## config.mk

```make
export PLATFORM = sky130hd
export DESIGN_NAME = axi4l_regbank
export DESIGN_NICKNAME = d
export VERILOG_FILES = /design/src/rtl/axi4l_regbank.sv
export SDC_FILE = /design/constraint.sdc
export NUM_CORES = 1
export LEC_CHECK = 0
export BUFFER_PORTS_ARGS = -buffer_cell sky130_fd_sc_hd__buf_2
export CAP_MARGIN = 30
export CORE_AREA = 2 2 110 165
export CTS_BUF_LIST = sky130_fd_sc_hd__clkbuf_8
export DETAILED_ROUTE_END_ITERATION = 10
export DIE_AREA = 0 0 112 167
export GPL_ROUTABILITY_DRIVEN = 0
export PLACE_DENSITY = 0.82
export SYNTH_ARGS = -nofsm -noshare
export SYNTH_HDL_FRONTEND = slang
export SYNTH_SLANG_ARGS = --single-unit
export TNS_END_PERCENT = 100
```

## constraint.sdc

```tcl
create_clock -name aclk -period 2.6 [get_ports aclk]
set_input_delay 0.13 -clock aclk [delete_from_list [all_inputs] [get_ports aclk]]
set_output_delay 0.13 -clock aclk [all_outputs]
set_load 0.05 [all_outputs]
```

## src/rtl/axi4l_regbank.sv

```systemverilog
// Register bank behind the AXI4-Lite bridge: ID, scratch, control, status,
// W1C interrupt block with enable mask and irq, 64-bit cycle counter with
// a coherent CNT_LO/CNT_HI snapshot.
module axi4l_regbank #(
   parameter int unsigned C_ADDR_WIDTH = 12,
   parameter int unsigned C_DATA_WIDTH = 32,
   parameter logic [31:0] C_ID         = 32'h5247_0001,
   parameter int unsigned C_NUM_IRQ    = 8
) (
   input  logic                    aclk,
   input  logic                    areset,
   input  logic [C_ADDR_WIDTH-3:0] wr_addr,
   input  logic                    wr_req,
   input  logic [3:0]              wr_be,
   input  logic [31:0]             wr_data,
   output logic                    wr_ack,
   input  logic [C_ADDR_WIDTH-3:0] rd_addr,
   input  logic                    rd_req,
   output logic [31:0]             rd_data,
   output logic                    rd_ack,
   output logic [31:0]             ctrl_o,
   input  logic [31:0]             status_i,
   input  logic [C_NUM_IRQ-1:0]    irq_src_i,
   output logic                    irq
);

   localparam int unsigned AW = C_ADDR_WIDTH - 2;
   localparam int unsigned DW = 32;
   localparam int unsigned NI = C_NUM_IRQ;
   localparam int unsigned CW = 64;

   localparam logic [AW-1:0] IDX_ID       = AW'(0);
   localparam logic [AW-1:0] IDX_SCRATCH  = AW'(1);
   localparam logic [AW-1:0] IDX_CTRL     = AW'(2);
   localparam logic [AW-1:0] IDX_STATUS   = AW'(3);
   localparam logic [AW-1:0] IDX_INT_STAT = AW'(4);
   localparam logic [AW-1:0] IDX_INT_EN   = AW'(5);
   localparam logic [AW-1:0] IDX_CNT_LO   = AW'(6);
   localparam logic [AW-1:0] IDX_CNT_HI   = AW'(7);

   // CTRL bit1 is a strobe that clears the counter; it is never stored.
   localparam logic [DW-1:0] CTRL_CLR_BIT = DW'(2);

   // Reject illegal parameterisations at elaboration.
   if (C_DATA_WIDTH != 32) begin : g_dw_check
      $error("axi4l_regbank: C_DATA_WIDTH must be 32");
   end
   if ((C_NUM_IRQ < 1) || (C_NUM_IRQ > 32)) begin : g_irq_check
      $error("axi4l_regbank: C_NUM_IRQ must be in 1..32");
   end

   logic            wr_acc_c;
   logic            rd_acc_c;
   logic [DW-1:0]   be_mask_c;

   logic [DW-1:0]   scratch_q;
   logic [DW-1:0]   scratch_d;
   logic [DW-1:0]   ctrl_d;
   logic            cnt_clr_c;

   logic [NI-1:0]   int_stat_q;
   logic [NI-1:0]   int_stat_d;
   logic [NI-1:0]   int_en_q;
   logic [NI-1:0]   int_en_d;
   logic [NI-1:0]   src_q;
   logic [NI-1:0]   src_rise_c;
   logic [NI-1:0]   w1c_c;
   logic            irq_d;

   logic [CW-1:0]   cnt_q;
   logic [CW-1:0]   cnt_d;
   logic [DW-1:0]   cnt_hi_q;
   logic [DW-1:0]   cnt_hi_d;

   logic [DW-1:0]   rd_mux_c;
   logic [DW-1:0]   rd_data_d;

   // Accept qualifiers: a held request is ignored during its own ack cycle.
   assign wr_acc_c  = wr_req & ~wr_ack;
   assign rd_acc_c  = rd_req & ~rd_ack;
   assign be_mask_c = {{8{wr_be[3]}}, {8{wr_be[2]}}, {8{wr_be[1]}}, {8{wr_be[0]}}};

   // Write decode: byte-enable merges for RW registers, W1C mask, counter clear strobe.
   always_comb begin
      scratch_d = scratch_q;
      ctrl_d    = ctrl_o;
      int_en_d  = int_en_q;
      w1c_c     = '0;
      cnt_clr_c = 1'b0;
      if (wr_acc_c) begin
         case (wr_addr)
            IDX_SCRATCH: begin
               scratch_d = (scratch_q & ~be_mask_c) | (wr_data & be_mask_c);
            end
            IDX_CTRL: begin
               ctrl_d    = ((ctrl_o & ~be_mask_c) | (wr_data & be_mask_c)) & ~CTRL_CLR_BIT;
               cnt_clr_c = wr_data[1] & wr_be[0];
            end
            IDX_INT_STAT: begin
               w1c_c = wr_data[NI-1:0] & be_mask_c[NI-1:0];
            end
            IDX_INT_EN: begin
               int_en_d = (int_en_q & ~be_mask_c[NI-1:0]) |
                          (wr_data[NI-1:0] & be_mask_c[NI-1:0]);
            end
            default: begin
            end
         endcase
      end
   end

   // Interrupt status: rising edges set, W1C clears, a same-cycle set wins.
   always_comb begin
      src_rise_c = irq_src_i & ~src_q;
      int_stat_d = (int_stat_q & ~w1c_c) | src_rise_c;
      irq_d      = |(int_stat_q & int_en_q);
   end

   // Free-running counter: clear strobe has priority over increment.
   always_comb begin
      cnt_d = cnt_q;
      if (cnt_clr_c) begin
         cnt_d = '0;
      end else if (ctrl_o[0]) begin
         cnt_d = cnt_q + CW'(1);
      end
   end

   // Read mux; a CNT_LO read latches the upper counter word into the shadow.
   always_comb begin
      rd_mux_c = '0;
      case (rd_addr)
         IDX_ID:       rd_mux_c = C_ID;
         IDX_SCRATCH:  rd_mux_c = scratch_q;
         IDX_CTRL:     rd_mux_c = ctrl_o;
         IDX_STATUS:   rd_mux_c = status_i;
         IDX_INT_STAT: rd_mux_c = DW'(int_stat_q);
         IDX_INT_EN:   rd_mux_c = DW'(int_en_q);
         IDX_CNT_LO:   rd_mux_c = cnt_q[DW-1:0];
         IDX_CNT_HI:   rd_mux_c = cnt_hi_q;
         default:      rd_mux_c = '0;
      endcase
      rd_data_d = rd_acc_c ? rd_mux_c : rd_data;
      cnt_hi_d  = (rd_acc_c && (rd_addr == IDX_CNT_LO)) ? cnt_q[CW-1:DW] : cnt_hi_q;
   end

   // State and registered outputs.
   always_ff @(posedge aclk) begin
      if (areset) begin
         wr_ack     <= 1'b0;
         rd_ack     <= 1'b0;
         rd_data    <= '0;
         ctrl_o     <= '0;
         irq        <= 1'b0;
         scratch_q  <= '0;
         int_stat_q <= '0;
         int_en_q   <= '0;
         src_q      <= '0;
         cnt_q      <= '0;
         cnt_hi_q   <= '0;
      end else begin
         wr_ack     <= wr_acc_c;
         rd_ack     <= rd_acc_c;
         rd_data    <= rd_data_d;
         ctrl_o     <= ctrl_d;
         irq        <= irq_d;
         scratch_q  <= scratch_d;
         int_stat_q <= int_stat_d;
         int_en_q   <= int_en_d;
         src_q      <= irq_src_i;
         cnt_q      <= cnt_d;
         cnt_hi_q   <= cnt_hi_d;
      end
   end

endmodule

```

==> results of run 1 <==
[timing repair]
item                                   CTS  global route
hold buffers                            46             0
endpoints found under the hold margin   89             0
setup buffers                            0             0
[cells in the final DEF (no fill, tap or decap), drive strengths merged, types with 5 or more instances in the layout]
master / synthesis / layout
dfxtp: 218 / 218
buf: 22 / 210
nand2: 167 / 167
nor2: 127 / 127
a21oi: 103 / 103
mux2i: 74 / 74
nand3: 58 / 58
clkbuf: 52 / 47
dlygate4sd3: 0 / 46
nand4: 37 / 37
nor2b: 26 / 26
xor2: 25 / 25
a22oi: 23 / 23
inv: 11 / 21
a221o: 21 / 21
nor4: 20 / 20
or3: 19 / 19
o21ai: 18 / 18
o2bb2ai: 18 / 18
or4: 17 / 17
and3: 15 / 15
o31ai: 12 / 12
xnor2: 10 / 10
and2: 9 / 9
nor3: 9 / 9
a221oi: 7 / 7
a31oi: 6 / 6
a22o: 5 / 5
mux2: 5 / 5
[logic make-up after synthesis]
logic type,after synthesis,share of synthesized area
and+or+nand+nor,520,0.259
AOI/OAI and AO/OA,235,0.154
DFF,218,0.434
buffers and inverters,85,0.0359
muxes,81,0.0838
xor gates and xnor gates,35,0.0305
adders and majority gates,1,0.00125
other,1,0.000373
[worst max-delay path: stages, from the launching register on]
cell and delay (ns):
sky130_fd_sc_hd__dfxtp_1 0.33, sky130_fd_sc_hd__or4b_1 0.71, sky130_fd_sc_hd__nor3_2 0.21, sky130_fd_sc_hd__buf_4 0.32
sky130_fd_sc_hd__nand3_1 0.11, sky130_fd_sc_hd__dlygate4sd3_1 0.56, sky130_fd_sc_hd__a21oi_1 0.14
[how the worst min path moves through the flow]
stage	end	cells past startpoint
CTS	rd_data[6]$_SDFFE_PP0P_	3
floorplan	rd_ack$_SDFF_PP0_	1
detailed placement	src_q[3]$_SDFF_PP0_	2
global placement	src_q[2]$_SDFF_PP0_	2
finish	rd_data[6]$_SDFFE_PP0P_	3
global route	rd_data[6]$_SDFFE_PP0P_	3
[metal layers]
| layer | wire, µm | up-vias | share of wire |
|---|---|---|---|
| met5 | 0 | - | 0 |
| li1 | - | 4680 | - |
| met3 | 2430 | 152 | 0.075 |
| met4 | 2050 | 0 | 0.064 |
| met1 | 12000 | 4772 | 0.37 |
| met2 | 15800 | 567 | 0.49 |
[cell type report]
| class | count | area [µm²] |
|---|---|---|
| clock buffers | 47 | 647 |
| repair buffers | 256 | 1640 |
| well taps | 213 | 267 |
| flip-flops and latches | 218 | 4360 |
| multi-input cells | 873 | 5320 |
| inverters | 11 | 41.3 |
| fillers | 1332 | 4910 |
| clock inverters | 14 | 82.6 |
[power by group]
| group | switching (W) | internal (W) | leakage, nW |
|---|---|---|---|
| sequential | 0.0000127 | 0.00336 | 1.76 |
| combinational | 0.000234 | 0.000174 | 2.73 |
| clock | 0.00135 | 0.00171 | 0.417 |
| total | 0.00159 | 0.00524 | 4.91 |
[stage by stage]
step                hold WS [ns]  instances  cell area (µm²)
CTS                       0.0157       1632            12400
detailed placement         0.358       1525            11200
global route              0.0258       1632            12400
finish                    0.0211       1632            12400
global placement           0.352       1525            11200
floorplan                  0.229       1176            10000
==> results.txt, run 1 <==
The run finished with clean final reports. The mapped netlist covers 10000 µm². The number of different library cells used by synthesis comes to 57. The peak clock frequency supported by timing came out at 0.407 GHz. sky130_fd_sc_hd__dfxtp_1 takes more of the synthesized area than any other cell. The largest fanout on the critical path is 28. The startpoint of the most critical hold path is status_i[6].

The clock skew after layout came out at 0.0126 ns. The fraction of the cycle the final worst path needs is 0.945. The count of input and output buffers came out at 165.

VDD sags by at most 0.534 mV. The worst path arrival time came out at 2.90 ns. The via count of the first global-routing pass came out at 9895. The growth of design area from synthesis to finish came out at 23.1%. For this design the top-level I/O count stands at 167. The first global-routing pass estimated 50700 µm of wire. The clock sink count came out at 218. The cell count after synthesis is 1176. The reported max-cap violation count came out at 0. The buffer levels on the longest clock path is 3.

The global-route track usage on met2 came out at 0.568. The net count after synthesis is 1277. The number of hold violations in the final report is 0. The floorplan die height is 167 µm.

The clock tree root buffer cell is sky130_fd_sc_hd__clkbuf_8. The setup slack after layout is 0.142 ns. After clock tree synthesis, the clock-pin slew on the worst setup and hold paths is 0.07 ns. The number of warnings issued by yosys came out at 0. The final global-route overflow total is 0. The core area is 17300 µm². STA classifies the critical path endpoint as a flop. The pre-CTS setup slack came out at 0.312 ns. The critical path starts at wr_ack$_SDFF_PP0_. The number of nets with antenna violations after routing came out at 0.

The quantity of gates resized following cts is 0. The final layout net count is 1495. The overall via count from detail_route is 10200. The sum of routed wire length over all layers came out at 32200 µm.

The part of the Yosys area used for sequential elements is 0.434. The minimum setup slack among reg-to-reg paths is 0.14 ns. The met3 layer usage reported by global route is 0.0575. The overall fraction of global-route tracks in use is 0.333. The count of pins over their slew limit came out at 0. Ranked by instance count, the synthesized netlist is headed by sky130_fd_sc_hd__dfxtp_1, sky130_fd_sc_hd__nand2_1, sky130_fd_sc_hd__nor2_1, sky130_fd_sc_hd__a21oi_1, sky130_fd_sc_hd__mux2i_1. Counting flops with an async set or reset pin after synthesis yields a share of 0.

The total negative slack came out at 0 ns. Setup repair after global routing left no endpoint under its margin. The placed wire-length estimate is 22800 µm. The relative slew slack came out at 0.393. By startpoint and endpoint, the worst setup path is classified as flop to flop. Counting cells, the worst reg-to-reg path comes to 6. For the worst-skew pair, the clock arrives at the later sink with an insertion delay of 0.51 ns.

The setup violation total in the final timing report is 0. The ratio of total power to cell area came out at 552 nW/µm². The number of antenna violations at the first check in global routing is 1.

The maximum number of pins on one net before global-route repair came out at 90. The number of enable flip-flop cells after synthesis came out at 0. For the worst setup path, the data required time is 3.04 ns. Counting flops and latches in the post-synthesis netlist gives 218.

By area the synthesized netlist is led by sky130_fd_sc_hd__dfxtp_1, sky130_fd_sc_hd__mux2i_1, sky130_fd_sc_hd__nand2_1. After detailed routing, the average wire length per cell comes to 19.8 µm. In this run the critical register-to-register path is launched from wr_ack$_SDFF_PP0_. The effective utilization at floorplan is 0.582. sky130_fd_sc_hd__dfxtp_1 is the most common cell in the netlist. The primary flip-flop cell chosen by synthesis mapping is sky130_fd_sc_hd__dfxtp_1. The post-layout total power is 0.00683 W. Measured along the x axis, the die boundary spans 112 µm. The kind of launch point of the worst setup path is a flop. CTS built an H-tree with a depth of 2.

The number of buffers added by the clock tree synthesis step came out at 34. The TritonCTS clock tree is built. The analysis attributes to cell leakage a power of 4.91 nW. Dividing the detail-routed via count by the number of cells gives 6.23. In the final layout, the share of cells above drive strength 1 is 0.204. The repair_antennas step left the layout with diodes totalling 0. The number of search-and-repair iterations in the first detailed-routing pass is 6. The number of remaining DRC errors is 0. The layer carrying the most global-route usage is met2. The area share of the leading cell type in the synthesized netlist came out at 0.434.

The floorplan has 59 rows. The die covers 18700 µm². At the end of the flow the core is filled with cells to 0.716.

The fraction of met1 tracks used by global routing is 0.391. The path class of the tightest hold or removal check is primary input to flop. In this run, the number of DRC markers left after iteration 0 of detailed routing was 863. The worst path in the final design needs a cycle of 2.46 ns, including I/O delays and setup. The mean cell area of the mapped netlist came out at 8.54 µm². The slew at the pin closest to its max-slew limit came out at 0.910 ns.
(Power assumes the default switching activity.)
==> run 2, diff against run 1 <==
--- a/config.mk
+++ b/config.mk
@@ -7,12 +7,12 @@
 export LEC_CHECK = 0
 export BUFFER_PORTS_ARGS = -buffer_cell sky130_fd_sc_hd__buf_2
 export CAP_MARGIN = 30
-export CORE_AREA = 2 2 110 165
+export CORE_AREA = 2 2 116 174
 export CTS_BUF_LIST = sky130_fd_sc_hd__clkbuf_8
 export DETAILED_ROUTE_END_ITERATION = 10
-export DIE_AREA = 0 0 112 167
+export DIE_AREA = 0 0 118 176
 export GPL_ROUTABILITY_DRIVEN = 0
-export PLACE_DENSITY = 0.82
+export PLACE_DENSITY = 0.78
 export SYNTH_ARGS = -nofsm -noshare
 export SYNTH_HDL_FRONTEND = slang
 export SYNTH_SLANG_ARGS = --single-unit
==> constraint.sdc (replaced) <==
create_clock -name aclk -period 2.15 [get_ports aclk]
set_input_delay 0.1075 -clock aclk [delete_from_list [all_inputs] [get_ports aclk]]
set_output_delay 0.1075 -clock aclk [all_outputs]
set_load 0.05 [all_outputs]
==> results.txt, run 2 (synthesized netlist as in run 1, its figures left out) <==
The core area came to 19200 µm² (was 17300 µm²). The critical setup path kind was flop to flop (unchanged). The clock tree root buffer cell is sky130_fd_sc_hd__clkbuf_8 (unchanged). The number of antenna violations at the first check in global routing is 0 (was 1). The endpoint kind of the worst setup timing path is a flop (unchanged). The number of hold violations in the final report came to 0 (unchanged). The clock sink count came out at 218 (unchanged). The setup violation total in the final timing report came out at 0 (unchanged). The overall die width is 118 µm (was 112 µm). The count of boundary I/O pins came to 167 (unchanged).

The shortest period the worst path allows came out at 2.11 ns (was 2.46 ns). RSZ-0062 raised after global routing: yes (was no). The effective utilization at floorplan is 0.524 (was 0.582). The number of remaining DRC errors is 0 (unchanged).

The clock skew after layout is 0.0184 ns (was 0.0126 ns). The count of routing violations after the opening detailed-route iteration is 1002 (was 863). The growth of design area from synthesis to finish is 30.9% (was 23.1%).

The maximum number of pins on one net before global-route repair came to 95 (was 90). The post-placement cell count came out at 1639 (was 1525). The overall via count from detail_route was 10600 (was 10200). The area enclosed by the die boundary is 20800 µm² (was 18700 µm²). The number of search-and-repair iterations in the first detailed-routing pass came out at 5 (was 6). The count of pins over their slew limit is 0 (unchanged). The final global-route overflow total came out at 0 (unchanged). The kind of launch point of the worst setup path was a flop (unchanged).

The final hold slack came out at 0.0457 ns (was 0.0211 ns). The kind of cell adding the most delay to the critical path is simple AND/OR/NAND/NOR gates (unchanged). The slowest cell on the critical path is sky130_fd_sc_hd__or4_4 (was sky130_fd_sc_hd__or4b_1). The fraction of the cycle the final worst path needs is 0.981 (was 0.945). Commonest non-fill, non-tap cells in the layout: sky130_fd_sc_hd__dfxtp_1, sky130_fd_sc_hd__nand2_1, sky130_fd_sc_hd__buf_2, sky130_fd_sc_hd__nor2_1, sky130_fd_sc_hd__buf_4 (was sky130_fd_sc_hd__dfxtp_1, sky130_fd_sc_hd__nand2_1, sky130_fd_sc_hd__buf_2, sky130_fd_sc_hd__nor2_1, sky130_fd_sc_hd__a21oi_1).

The worst voltage drop across the vdd grid came out at 0.576 mV (was 0.534 mV). The peak clock frequency supported by timing came out at 0.474 GHz (was 0.407 GHz). The logic depth of the worst path, buffers included is 5 (was 6). The via count of the first global-routing pass came out at 10100 (was 9895).

The average wire per cell in the routed design came out at 19.1 µm (was 19.8 µm). Chain of cells forming the critical path: nand4_2, or4_4, or3_4, or4_1, a21oi_1 (was or4b_1, nor3_2, buf_4, nand3_1, dlygate4sd3_1, a21oi_1). The sum of routed wire length over all layers is 33500 µm (was 32200 µm). The number of nets with antenna violations after routing came to 0 (unchanged).

The placed wire-length estimate is 23600 µm (was 22800 µm). The cell count of the worst hold path is 4 (was 3). The buffer levels on the longest clock path is 3 (unchanged). The count of input and output buffers was 165 (unchanged). The ratio of total power to cell area is 606 nW/µm² (was 552 nW/µm²).

The relative slew slack came to 0.348 (was 0.393). The reported leakage power came out at 5.34 nW (was 4.91 nW). The count of placed standard cells in the final layout, fillers left out came out at 1757 (was 1632). The required time at the worst-slack endpoint is 2.66 ns (was 3.04 ns). The row count is 62 (was 59).

The fraction of layout cells with a size suffix above 1 came out at 0.250 (was 0.204). The TritonCTS clock tree is built (unchanged). The overall fraction of global-route tracks in use came to 0.310 (was 0.333).

Outcome: completed (unchanged). The commonest non-fill, non-tap cell in the layout is sky130_fd_sc_hd__dfxtp_1 (unchanged). The placed instance area came out at 11800 µm² (was 11200 µm²).

The number of buffers added by the clock tree synthesis step came out at 31 (was 34). The path type of the worst min-delay path is primary input to flop (unchanged). The depth of the most critical reg-to-reg path came out at 5 (was 6). The largest fanout on the critical path came out at 4 (was 28). The clock latency on the worst-skew pair came to 0.59 ns (was 0.51 ns). The number of vias per cell is 6.04 (was 6.23). The minimum setup slack among reg-to-reg paths is 0.04 ns (was 0.14 ns). The floorplan die height was 176 µm (was 167 µm). The first-pass GRT wire length came to 52200 µm (was 50700 µm). The final layout net count came out at 1578 (was 1495). The slew at the pin closest to its max-slew limit came out at 0.979 ns (was 0.910 ns).

The sum of buffers and inverters on the critical path came out at 0 (was 2). The largest stage delay on the critical path came out at 0.58 ns (was 0.71 ns). The final cell area excluding filler cells came out at 13200 µm² (was 12400 µm²).

The worst path arrival time came out at 2.62 ns (was 2.90 ns). The number of H-tree branching levels is 1 (was 2). The post-CTS clock slew at the launch and capture registers of the worst setup and hold paths came to 0.07 ns (about the same). The reported max-cap violation count came out at 0 (unchanged).
run 2: cell types whose count changed in the layout (fill, tap and decap cells not counted), moves of 2 or more:
cell | before | now
sky130_fd_sc_hd__buf_12 | 1 | 6
sky130_fd_sc_hd__and2_2 | 0 | 2
sky130_fd_sc_hd__and2_1 | 9 | 7
sky130_fd_sc_hd__dlygate4sd3_1 | 46 | 60
sky130_fd_sc_hd__or4_1 | 15 | 13
sky130_fd_sc_hd__dfxtp_1 | 218 | 212
sky130_fd_sc_hd__or4_4 | 2 | 4
sky130_fd_sc_hd__nand3_1 | 57 | 54
sky130_fd_sc_hd__clkinv_2 | 3 | 6
sky130_fd_sc_hd__dfxtp_2 | 0 | 5
sky130_fd_sc_hd__nand3_2 | 1 | 3
sky130_fd_sc_hd__buf_4 | 45 | 111
sky130_fd_sc_hd__clkbuf_8 | 47 | 39
run 2: through the flow:
stage / setup TNS, ns / util / worst slack (ns) / power, W
finish: 0 / 0.686 / 0.0409 / 0.00797
global route: -0.0962 / 0.686 / -0.0289 / 0.00820
global placement: 0 / 0.618 / 0.0108 / 0.00458
CTS: 0 / 0.683 / 0.00826 / 0.00796
detailed placement: -0.00475 / 0.618 / -0.00322 / 0.00458
floorplan: -0.00507 / - / -0.00507 / 0.00440
run 2: path summary, 6_finish.rpt:
kind,from,end
worst min-delay path,wr_be[0],flop
worst min register to register,wr_ack$_SDFF_PP0_,wr_ack$_SDFF_PP0_
worst max register to register,cnt_q[51]$_SDFFE_PP0P_,cnt_q[63]$_SDFFE_PP0P_
worst max-delay path,cnt_q[51]$_SDFFE_PP0P_,cnt_q[63]$_SDFFE_PP0P_
run 2: area by class of cell:
class | count | area, µm²
Fill cell | 1426 | 6010
Multi-Input combinational cell | 873 | 5390
Sequential cell | 218 | 4370
Timing Repair Buffer | 342 | 2390
Clock buffer | 39 | 537
Tap cell | 256 | 320
Clock inverter | 17 | 101
Inverter | 11 | 41.3
Antenna cell | 1 | 2.50
run 2: power by group:
| part | leakage, nW | internal, W | switching [W] |
|---|---|---|---|
| Clock | 0.366 | 0.00175 | 0.00162 |
| Sequential | 1.76 | 0.00406 | 0.0000157 |
| Combinational | 3.21 | 0.000233 | 0.000292 |
| Total | 5.34 | 0.00604 | 0.00193 |
run 2: layer usage:
| metal | up-vias | share of wire | track usage |
|---|---|---|---|
| met4 | 0 | 0.056 | 0.170 |
| met5 | - | 0 | 0 |
| met2 | 617 | 0.50 | 0.553 |
| met1 | 4964 | 0.37 | 0.354 |
| li1 | 4868 | - | - |
| met3 | 170 | 0.073 | 0.0478 |
run 2: what timing repair did:
action / CTS / global route
setup endpoints to repair: 4 / 18
gates resized for setup: 1 / 18
hold buffers: 60 / 0
setup buffers: 0 / 1
pin swaps: 0 / 7
hold endpoints to repair: 104 / 0
run 2: worst register-to-register path: stages (launching register included):
cell and delay [ns]:
sky130_fd_sc_hd__dfxtp_2 0.33, sky130_fd_sc_hd__nand4_2 0.12, sky130_fd_sc_hd__or4_4 0.58, sky130_fd_sc_hd__or3_4 0.36
sky130_fd_sc_hd__or4_1 0.48, sky130_fd_sc_hd__a21oi_1 0.16
